[config.mk]
export PLATFORM = sky130hd
export DESIGN_NAME = dice_roller
export DESIGN_NICKNAME = d
export VERILOG_FILES = /design/src/rtl/dice_roller.sv
export SDC_FILE = /design/constraint.sdc
export NUM_CORES = 1
export LEC_CHECK = 0
export CORE_MARGIN = 2
export CORE_UTILIZATION = 44
export CTS_CLUSTER_DIAMETER = 80
export CTS_CLUSTER_SIZE = 14
export DETAILED_ROUTE_END_ITERATION = 6
export PLACE_DENSITY = 0.68
export SETUP_SLACK_MARGIN = 0.2
export SYNTH_ARGS = -nofsm -noshare
export SYNTH_HDL_FRONTEND = slang
export SYNTH_SLANG_ARGS = --single-unit
[constraint.sdc]
create_clock -name clk -period 2.9 [get_ports clk]
set_input_delay 0.58 -clock clk [delete_from_list [all_inputs] [get_ports clk]]
set_output_delay 0.58 -clock clk [all_outputs]
set_load 0.02 [all_outputs]
[src/rtl/dice_roller.sv]
// dice_roller: roll-button front end for the dual-dice display board.
// The raw button is synchronised and debounced. Two free-running dice
// tumble while the button is held. On release they settle over a few
// animation ticks and then latch. C1/C2/disp_en feed the 7-segment driver.
// Optional build macro: DICE_SUM_EN adds registered sum/doubles outputs.
module dice_roller #(
    parameter int unsigned DEBOUNCE_CYCLES = 250000,
    parameter int unsigned ANIM_DIV        = 2500000,
    parameter int unsigned LAND_TICKS      = 3,
    parameter logic [15:0] LFSR_SEED       = 16'hACE1
) (
    input  logic       clk,
    input  logic       rst,
    input  logic       roll_btn,
    output logic [3:0] C1,
    output logic [3:0] C2,
    output logic       disp_en,
    output logic       rolling
`ifdef DICE_SUM_EN
    ,
    output logic [3:0] sum,
    output logic       doubles
`endif
);

    localparam int unsigned DB_W = (DEBOUNCE_CYCLES > 1) ? $clog2(DEBOUNCE_CYCLES) : 1;
    localparam int unsigned AN_W = (ANIM_DIV > 1) ? $clog2(ANIM_DIV) : 1;
    localparam int unsigned LD_W = $clog2(LAND_TICKS + 1);

    localparam logic [DB_W-1:0] DB_MAX  = DB_W'(DEBOUNCE_CYCLES - 1);
    localparam logic [AN_W-1:0] AN_MAX  = AN_W'(ANIM_DIV - 1);
    localparam logic [LD_W-1:0] LD_LAST = LD_W'(LAND_TICKS - 1);

    typedef enum logic [1:0] {
        IDLE,
        ROLL,
        LAND,
        SHOW
    } state_t;

    state_t state_q, state_d;

    logic            sync1, sync2;
    logic            btn_db, btn_db_q;
    logic [DB_W-1:0] db_cnt;
    logic            db_rise, db_fall;

    logic [15:0]     lfsr;
    logic [15:0]     lfsr_next;
    logic [2:0]      d1, d2;

    logic [AN_W-1:0] anim_cnt;
    logic            anim_active;
    logic            tick;
    logic            enter_roll;

    logic [LD_W-1:0] land_q, land_d;
    logic [3:0]      c1_d, c2_d;
    logic            disp_en_d, rolling_d;

    // Two-flop synchroniser, then accept a level change only after it has
    // been stable for DEBOUNCE_CYCLES consecutive cycles.
    always_ff @(posedge clk) begin
        if (rst) begin
            sync1    <= 1'b0;
            sync2    <= 1'b0;
            btn_db   <= 1'b0;
            btn_db_q <= 1'b0;
            db_cnt   <= '0;
        end else begin
            sync1    <= roll_btn;
            sync2    <= sync1;
            btn_db_q <= btn_db;
            if (sync2 == btn_db) begin
                db_cnt <= '0;
            end else if (db_cnt == DB_MAX) begin
                btn_db <= sync2;
                db_cnt <= '0;
            end else begin
                db_cnt <= db_cnt + 1'b1;
            end
        end
    end

    assign db_rise = btn_db & ~btn_db_q;
    assign db_fall = ~btn_db & btn_db_q;

    // Galois LFSR step for x^16+x^14+x^13+x^11+1.
    always_comb begin
        lfsr_next = {1'b0, lfsr[15:1]} ^ (lfsr[0] ? 16'hB400 : 16'h0000);
    end

    // LFSR register; a zero state would lock up, so it is reseeded.
    always_ff @(posedge clk) begin
        if (rst) begin
            lfsr <= LFSR_SEED;
        end else if (lfsr == 16'h0000) begin
            lfsr <= LFSR_SEED;
        end else begin
            lfsr <= lfsr_next;
        end
    end

    // Free-running dice: d1 every cycle, d2 only when the LFSR lsb is set.
    always_ff @(posedge clk) begin
        if (rst) begin
            d1 <= 3'd1;
            d2 <= 3'd1;
        end else begin
            d1 <= (d1 == 3'd6) ? 3'd1 : d1 + 3'd1;
            if (lfsr[0]) begin
                d2 <= (d2 == 3'd6) ? 3'd1 : d2 + 3'd1;
            end
        end
    end

    assign anim_active = (state_q == ROLL) || (state_q == LAND);
    assign tick        = anim_active && (anim_cnt == AN_MAX);
    assign enter_roll  = (state_d == ROLL) && (state_q != ROLL);

    // Animation divider: runs only while tumbling, restarts on ROLL entry.
    always_ff @(posedge clk) begin
        if (rst) begin
            anim_cnt <= '0;
        end else if (enter_roll) begin
            anim_cnt <= '0;
        end else if (anim_active) begin
            anim_cnt <= tick ? '0 : anim_cnt + 1'b1;
        end else begin
            anim_cnt <= '0;
        end
    end

    // Next state and next registered outputs. Outputs are derived from the
    // next state, so they change on the same edge as the state register.
    // Leaving IDLE loads the dice immediately so C1/C2 never show 0 outside
    // IDLE; entering ROLL from SHOW keeps the shown values until a tick.
    always_comb begin
        state_d = state_q;
        land_d  = land_q;
        c1_d    = C1;
        c2_d    = C2;
        case (state_q)
            IDLE: begin
                if (db_rise) begin
                    state_d = ROLL;
                    c1_d    = {1'b0, d1};
                    c2_d    = {1'b0, d2};
                end
            end
            ROLL: begin
                if (tick) begin
                    c1_d = {1'b0, d1};
                    c2_d = {1'b0, d2};
                end
                if (db_fall) begin
                    state_d = LAND;
                    land_d  = '0;
                end
            end
            LAND: begin
                if (tick) begin
                    c1_d   = {1'b0, d1};
                    c2_d   = {1'b0, d2};
                    land_d = land_q + 1'b1;
                    if (land_q == LD_LAST) begin
                        state_d = SHOW;
                    end
                end
            end
            SHOW: begin
                if (db_rise) begin
                    state_d = ROLL;
                end
            end
            default: begin
                state_d = IDLE;
            end
        endcase
        if (state_d == IDLE) begin
            c1_d = 4'd0;
            c2_d = 4'd0;
        end
        disp_en_d = (state_d != IDLE);
        rolling_d = (state_d == ROLL) || (state_d == LAND);
    end

    // State and output registers.
    always_ff @(posedge clk) begin
        if (rst) begin
            state_q <= IDLE;
            land_q  <= '0;
            C1      <= 4'd0;
            C2      <= 4'd0;
            disp_en <= 1'b0;
            rolling <= 1'b0;
        end else begin
            state_q <= state_d;
            land_q  <= land_d;
            C1      <= c1_d;
            C2      <= c2_d;
            disp_en <= disp_en_d;
            rolling <= rolling_d;
        end
    end

`ifdef DICE_SUM_EN
    // Sum and doubles flag, registered alongside C1/C2.
    always_ff @(posedge clk) begin
        if (rst) begin
            sum     <= 4'd0;
            doubles <= 1'b0;
        end else begin
            sum     <= c1_d + c2_d;
            doubles <= (c1_d == c2_d) && (state_d == SHOW);
        end
    end
`endif

endmodule

### Word level (Yosys, flattened, before mapping)

Cells that the tools add are included.

* output and inout bits: 10
* word-level logic and storage cells: 79
* bits of input ports: 3
* flip-flop bits (word level): 80

* muxes and demuxes: 16
* add/subtract/negate cells: 5
* equal/unequal tests: 16
* bitwise gates (word level): 7
* reductions and logical operators: 20

Operators with widths (count)
* 22-bit by 1-bit adder with 22-bit output, second input constant: 1
* 22-bit equality test, second input constant: 1
* 18-bit by 1-bit adder with 18-bit output, second input constant: 1
* 18-bit equality test, second input constant: 1
* 16-bit logical NOT: 1
* 16-bit 2-to-1 mux: 1
* 4-bit 2-to-1 mux: 4
* 4-bit one-hot mux with 2 select lines: 2
* 15-bit by 16-bit bitwise XOR with 16-bit output: 1
* 2-bit 2-to-1 mux: 6
* 2-bit OR reduction: 5
* 2-bit equality test, second input constant: 4
* 3-bit by 1-bit adder with 3-bit output, second input constant: 2
* 3-bit equality test, second input constant: 2
* 2-bit != test, second input constant: 3
* 2-bit one-hot mux with 3 select lines: 1
* 3-bit AND reduction: 2
* 2-bit nonzero test: 3
* 2-bit by 1-bit equality test with 1-bit output, second input constant: 2
* 2-bit logical NOT: 2
* 2-bit by 1-bit != test with 1-bit output, second input constant: 2
* 1-bit inverter: 4
* 2-bit one-hot mux with 2 select lines: 1
* 4-bit OR reduction: 1
* other kinds (8): 11

### Longest topological paths before layout

* depth in word-level cells: 8
* depth in mapped cells: 12

### Least setup slack after synthesis

OpenSTA, ideal clock, no wires.

* kind: reg2reg
* start point: register state_q[0]
* end point: register C1[0]
* setup slack: 235 ps
* cell stages (with the launch flop): 12
* library setup time: 72 ps
* path buffers: 2
* arrival: 2593 ps
* data required time: 2828 ps
* cell sequence: dfxtp_1 inv_1 ha_1 clkbuf_1 nand4_1 or3_1 a22o_1 ha_1 nor2_1 clkbuf_1 nand2_1 mux2i_1

* cells in the longest elaborated chain, start to end: 7
* elaborated cells between the ends (all ways): 20

RTL lines
* from (decl): RTL line 41 `state_t state_q, state_d;`
* from (signal assigned): RTL line 198 `state_q <= state_d;`
* 2-bit by 1-bit equality test with 1-bit output or 2-bit equality test (tied branches): RTL line 117, 143
* 1-bit logical OR: RTL line 117 `assign anim_active = (state_q == ROLL) || (state_q == LAND);`
* 1-bit logical AND: RTL line 118 `assign tick = anim_active && (anim_cnt == AN_MAX);`
* 2-bit 2-to-1 mux: RTL line 162 `if (tick) begin`
* 2-bit one-hot mux with 3 select lines: RTL line 143 `case (state_q)`
* 2-bit logical NOT: RTL line 180 `if (state_d == IDLE) begin`
* 2-bit OR reduction (no line)
* to (signal assigned): RTL line 193 `C1 <= 4'd0;`
* to (signal assigned): RTL line 200 `C1 <= c1_d;`
* to (decl): RTL line 15 `output logic [3:0] C1,`

Parallel ways exist; a longest one is shown, timed or not.
A chain may end at the register's enable or synchronous reset.

### Worst setup path in the final report

* start point: register anim_cnt[19]
* end point: register C2[2]

* cells in the longest elaborated chain, start to end: 6
* elaborated cells between the ends (all ways): 8

RTL lines
* from (decl): RTL line 52 `logic [AN_W-1:0] anim_cnt;`
* from (signal assigned): RTL line 128 `anim_cnt <= tick ? '0 : anim_cnt + 1'b1;`
* 22-bit equality test *: RTL line 118
* 1-bit logical AND *: RTL line 118
* 2-bit 2-to-1 mux: RTL line 162
* 2-bit one-hot mux with 3 select lines: RTL line 143
* 2-bit logical NOT: RTL line 180
* 2-bit OR reduction (no line)
* to (signal assigned): RTL line 194 `C2 <= 4'd0;`
* to (signal assigned): RTL line 201 `C2 <= c2_d;`
* to (decl): RTL line 16 `output logic [3:0] C2,`

Mark *: on every way between the ends. The rest lies on a longest branch, timed or not.

==> metrics.txt <==
Sequential Power Share between 40% and 50%; Die Span X 92.6 um; leakage power approximately 1.3 nW; Worst-Skew Late Latency ~350 ps; WS Path Type register to register; Nets approximately 400; Area contributors post-synth dfxtp_1 45%, nor2_1 4.7%, ha_1 4.0%; max_cap viols 0; hold crit path type register to register; Rows 32; share of the yosys chip area belonging to registers 45.2%; Logic pwr share about 6.3%; input/output buffers 10; Post-synth top flop dfxtp_1; Top Ports 13; setup violators final 0; clock power share ~44%; worst vdd ir approximately 0.00038 V; DP Cell Count roughly 480; Yosys cell types 53; initial core utilization a little under half; Post-Route WL between 5 and 6 mm; Vias 2,591; antenna violations before repair 0; worst-margin pin slew about 630 ps; final hold vios 0; syn_area_per_cell about 9 um^2; WP data arrival 2770 ps; status finished, final reports clean; sw power 0.514 mW; vias in the first global route roughly 2,400; Clock Tree Buf Depth 2; H-tree depth 3; first-pass GRT wire length 10.7 mm; die area about 8600 um^2; Sink Count 78; Fillers 714; CTS tree built; core footprint approximately 7600 um^2; clock slew at reported path FFs 90 ps; Post-Synthesis Cell Area about 3500 um^2; Initial DRC Count 111; Setup Skew 9.28 ps; Worst setup SP type register; Clk Tree Root Cell clkbuf_8; most common cell in the netlist dfxtp_1; final routed DRC violation total 0; top post-synthesis cells by count 78 x dfxtp_1, 43 x nor2_1, 35 x nand2_1; Area growth, synth to finish 13.9%; CP endpoint kind register; Critical Path RT ~3200 ps; die height just over 90 um; Async SR Flop Fraction 0%; top-area cell type share of the netlist area between 40% and 50%; Fmax achieved ~0.4 GHz; Total Routing Usage GR 15.5%; Via density approximately 5.2; total negative slack 0 ps; PwrDens between 500 and 600 nW/um^2; Final ANT Viol Nets 0; Ys Warns 0; grt ovf 0; cells after synthesis between 300 and 400; WL per Instance approximately 12 um; Slew Limit Headroom about 58%; Num CTS Buffers 9; Post-synth EDFFs 0; DRT Pass-1 Iters 4; Pins Over Slew Limit 0; leading area contributor after synthesis dfxtp_1; Post-DP HPWL slightly above 4 mm; fin crit share between 80% and 90%; Final Non-Filler Cells roughly 500; Synth Register Bits between 70 and 80; Sw Share 22.6%; Int Power ~1.8 mW; ant diodes 0; share of cells above drive strength 1 roughly 9%; RePlAce Congestion about 0.85; largest net degree at the start of global routing 23; post-layout min period approximately 2500 ps; largest fanout on the critical path 13; Min Hold Slack ~420 ps; RSZ-0062 raised after global routing false; dpl ws 283 ps; final worst slack slightly above 400 ps
[through the flow]
stage / cell area [um^2] / total power [mW] / util, %
after floorplan: 3460 / 1.25 / -
after global placement: 3670 / 1.29 / 47.9
after detailed placement: 3670 / 1.29 / 47.9
after CTS: 3920 / 2.30 / 51.2
after global routing: 3940 / 2.36 / 51.5
final: 3940 / 2.27 / 51.5
[sequential cells by signal, summed over array words and instances, names as in the netlist]
name / count
C1: 3
C2: 3
anim_cnt: 22
btn_db: 1
btn_db_q: 1
d1: 3
d2: 3
db_cnt: 18
disp_en: 1
land_q: 2
lfsr: 16
rolling: 1
state_q: 2
sync1: 1
sync2: 1
[repair_timing]
item                       CTS  global route
setup buffers                0             0
gates resized for setup      0             5
setup endpoints to repair    0            28
hold buffers                 0             0
[cells in the final DEF (no fill, tap or decap), drive strengths merged, types with 4 or more instances in the layout]
master	count
clkbuf	9
nand2b	7
xnor2	15
and2	9
a21oi	15
nor2b	6
xor2	15
nand2	35
or3	10
mux2i	8
o21ai	9
dfxtp	78
nor2	43
nand4	16
or4	5
buf	6
clkdlybuf4s50	10
inv	20
and4	5
nor4	12
ha	11
nand3	13
and3	4
[power groups by stage]
stage / logic [mW] / registers (mW) / clock network (mW)
finish: 0.142 / 1.13 / 1.00
global route: 0.160 / 1.13 / 1.07
CTS: 0.140 / 1.13 / 1.03
detailed placement: 0.139 / 1.15 / 0
global placement: 0.137 / 1.15 / 0
floorplan: 0.0975 / 1.15 / 0
[final cells by class]
type,instances,area [um^2],area share [%]
multi-input combinational,271,1790,45.4
timing repair buffer,16,149,3.78
sequential,78,1560,39.7
inverter,16,60.1,1.53
clock inverter,7,128,3.24
clock buffer,9,124,3.15
tap,102,128,3.24
[worst paths after layout]
path	from	end	slack [ps]	depth (start not counted)
worst max-delay path	anim_cnt[19]	C2[2]	410	9
worst min register to register	d1[0]	d1[0]	420	1
worst min-delay path	d1[0]	d1[0]	420	1
worst max register to register	anim_cnt[19]	C2[2]	410	9
[logic make-up (layout without fill, tap and decap cells)]
| family | count (synthesis) | count (layout) | share of synthesized area [%] |
|---|---|---|---|
| AO/OA/AOI/OAI | 45 | 45 | 9.16 |
| other | 1 | 2 | 0.109 |
| adder cells (fa/ha/maj) | 11 | 11 | 3.98 |
| multiplexers | 8 | 8 | 2.32 |
| AND/OR/NAND/NOR | 175 | 175 | 28.0 |
| flip-flops | 78 | 78 | 45.2 |
| XOR/XNOR | 30 | 30 | 7.61 |
| buffers and inverters | 29 | 48 | 3.62 |
[worst max-delay path, stage by stage, from the launching register on]
cell,delay [ps]
dfxtp_1,340
nor4bb_1,520
nand4_1,240
or3_1,400
a22o_1,250
ha_1,190
nor2_1,100
buf_4,190
nand2_1,70
mux2i_1,130
[routing by layer]
metal	routed length [um]	GRT usage, %
met5	0	0
met4	108	4.48
met3	179	5.37
met2	2700	24.5
met1	2970	20.0
Power figures use the tool's default switching activity.
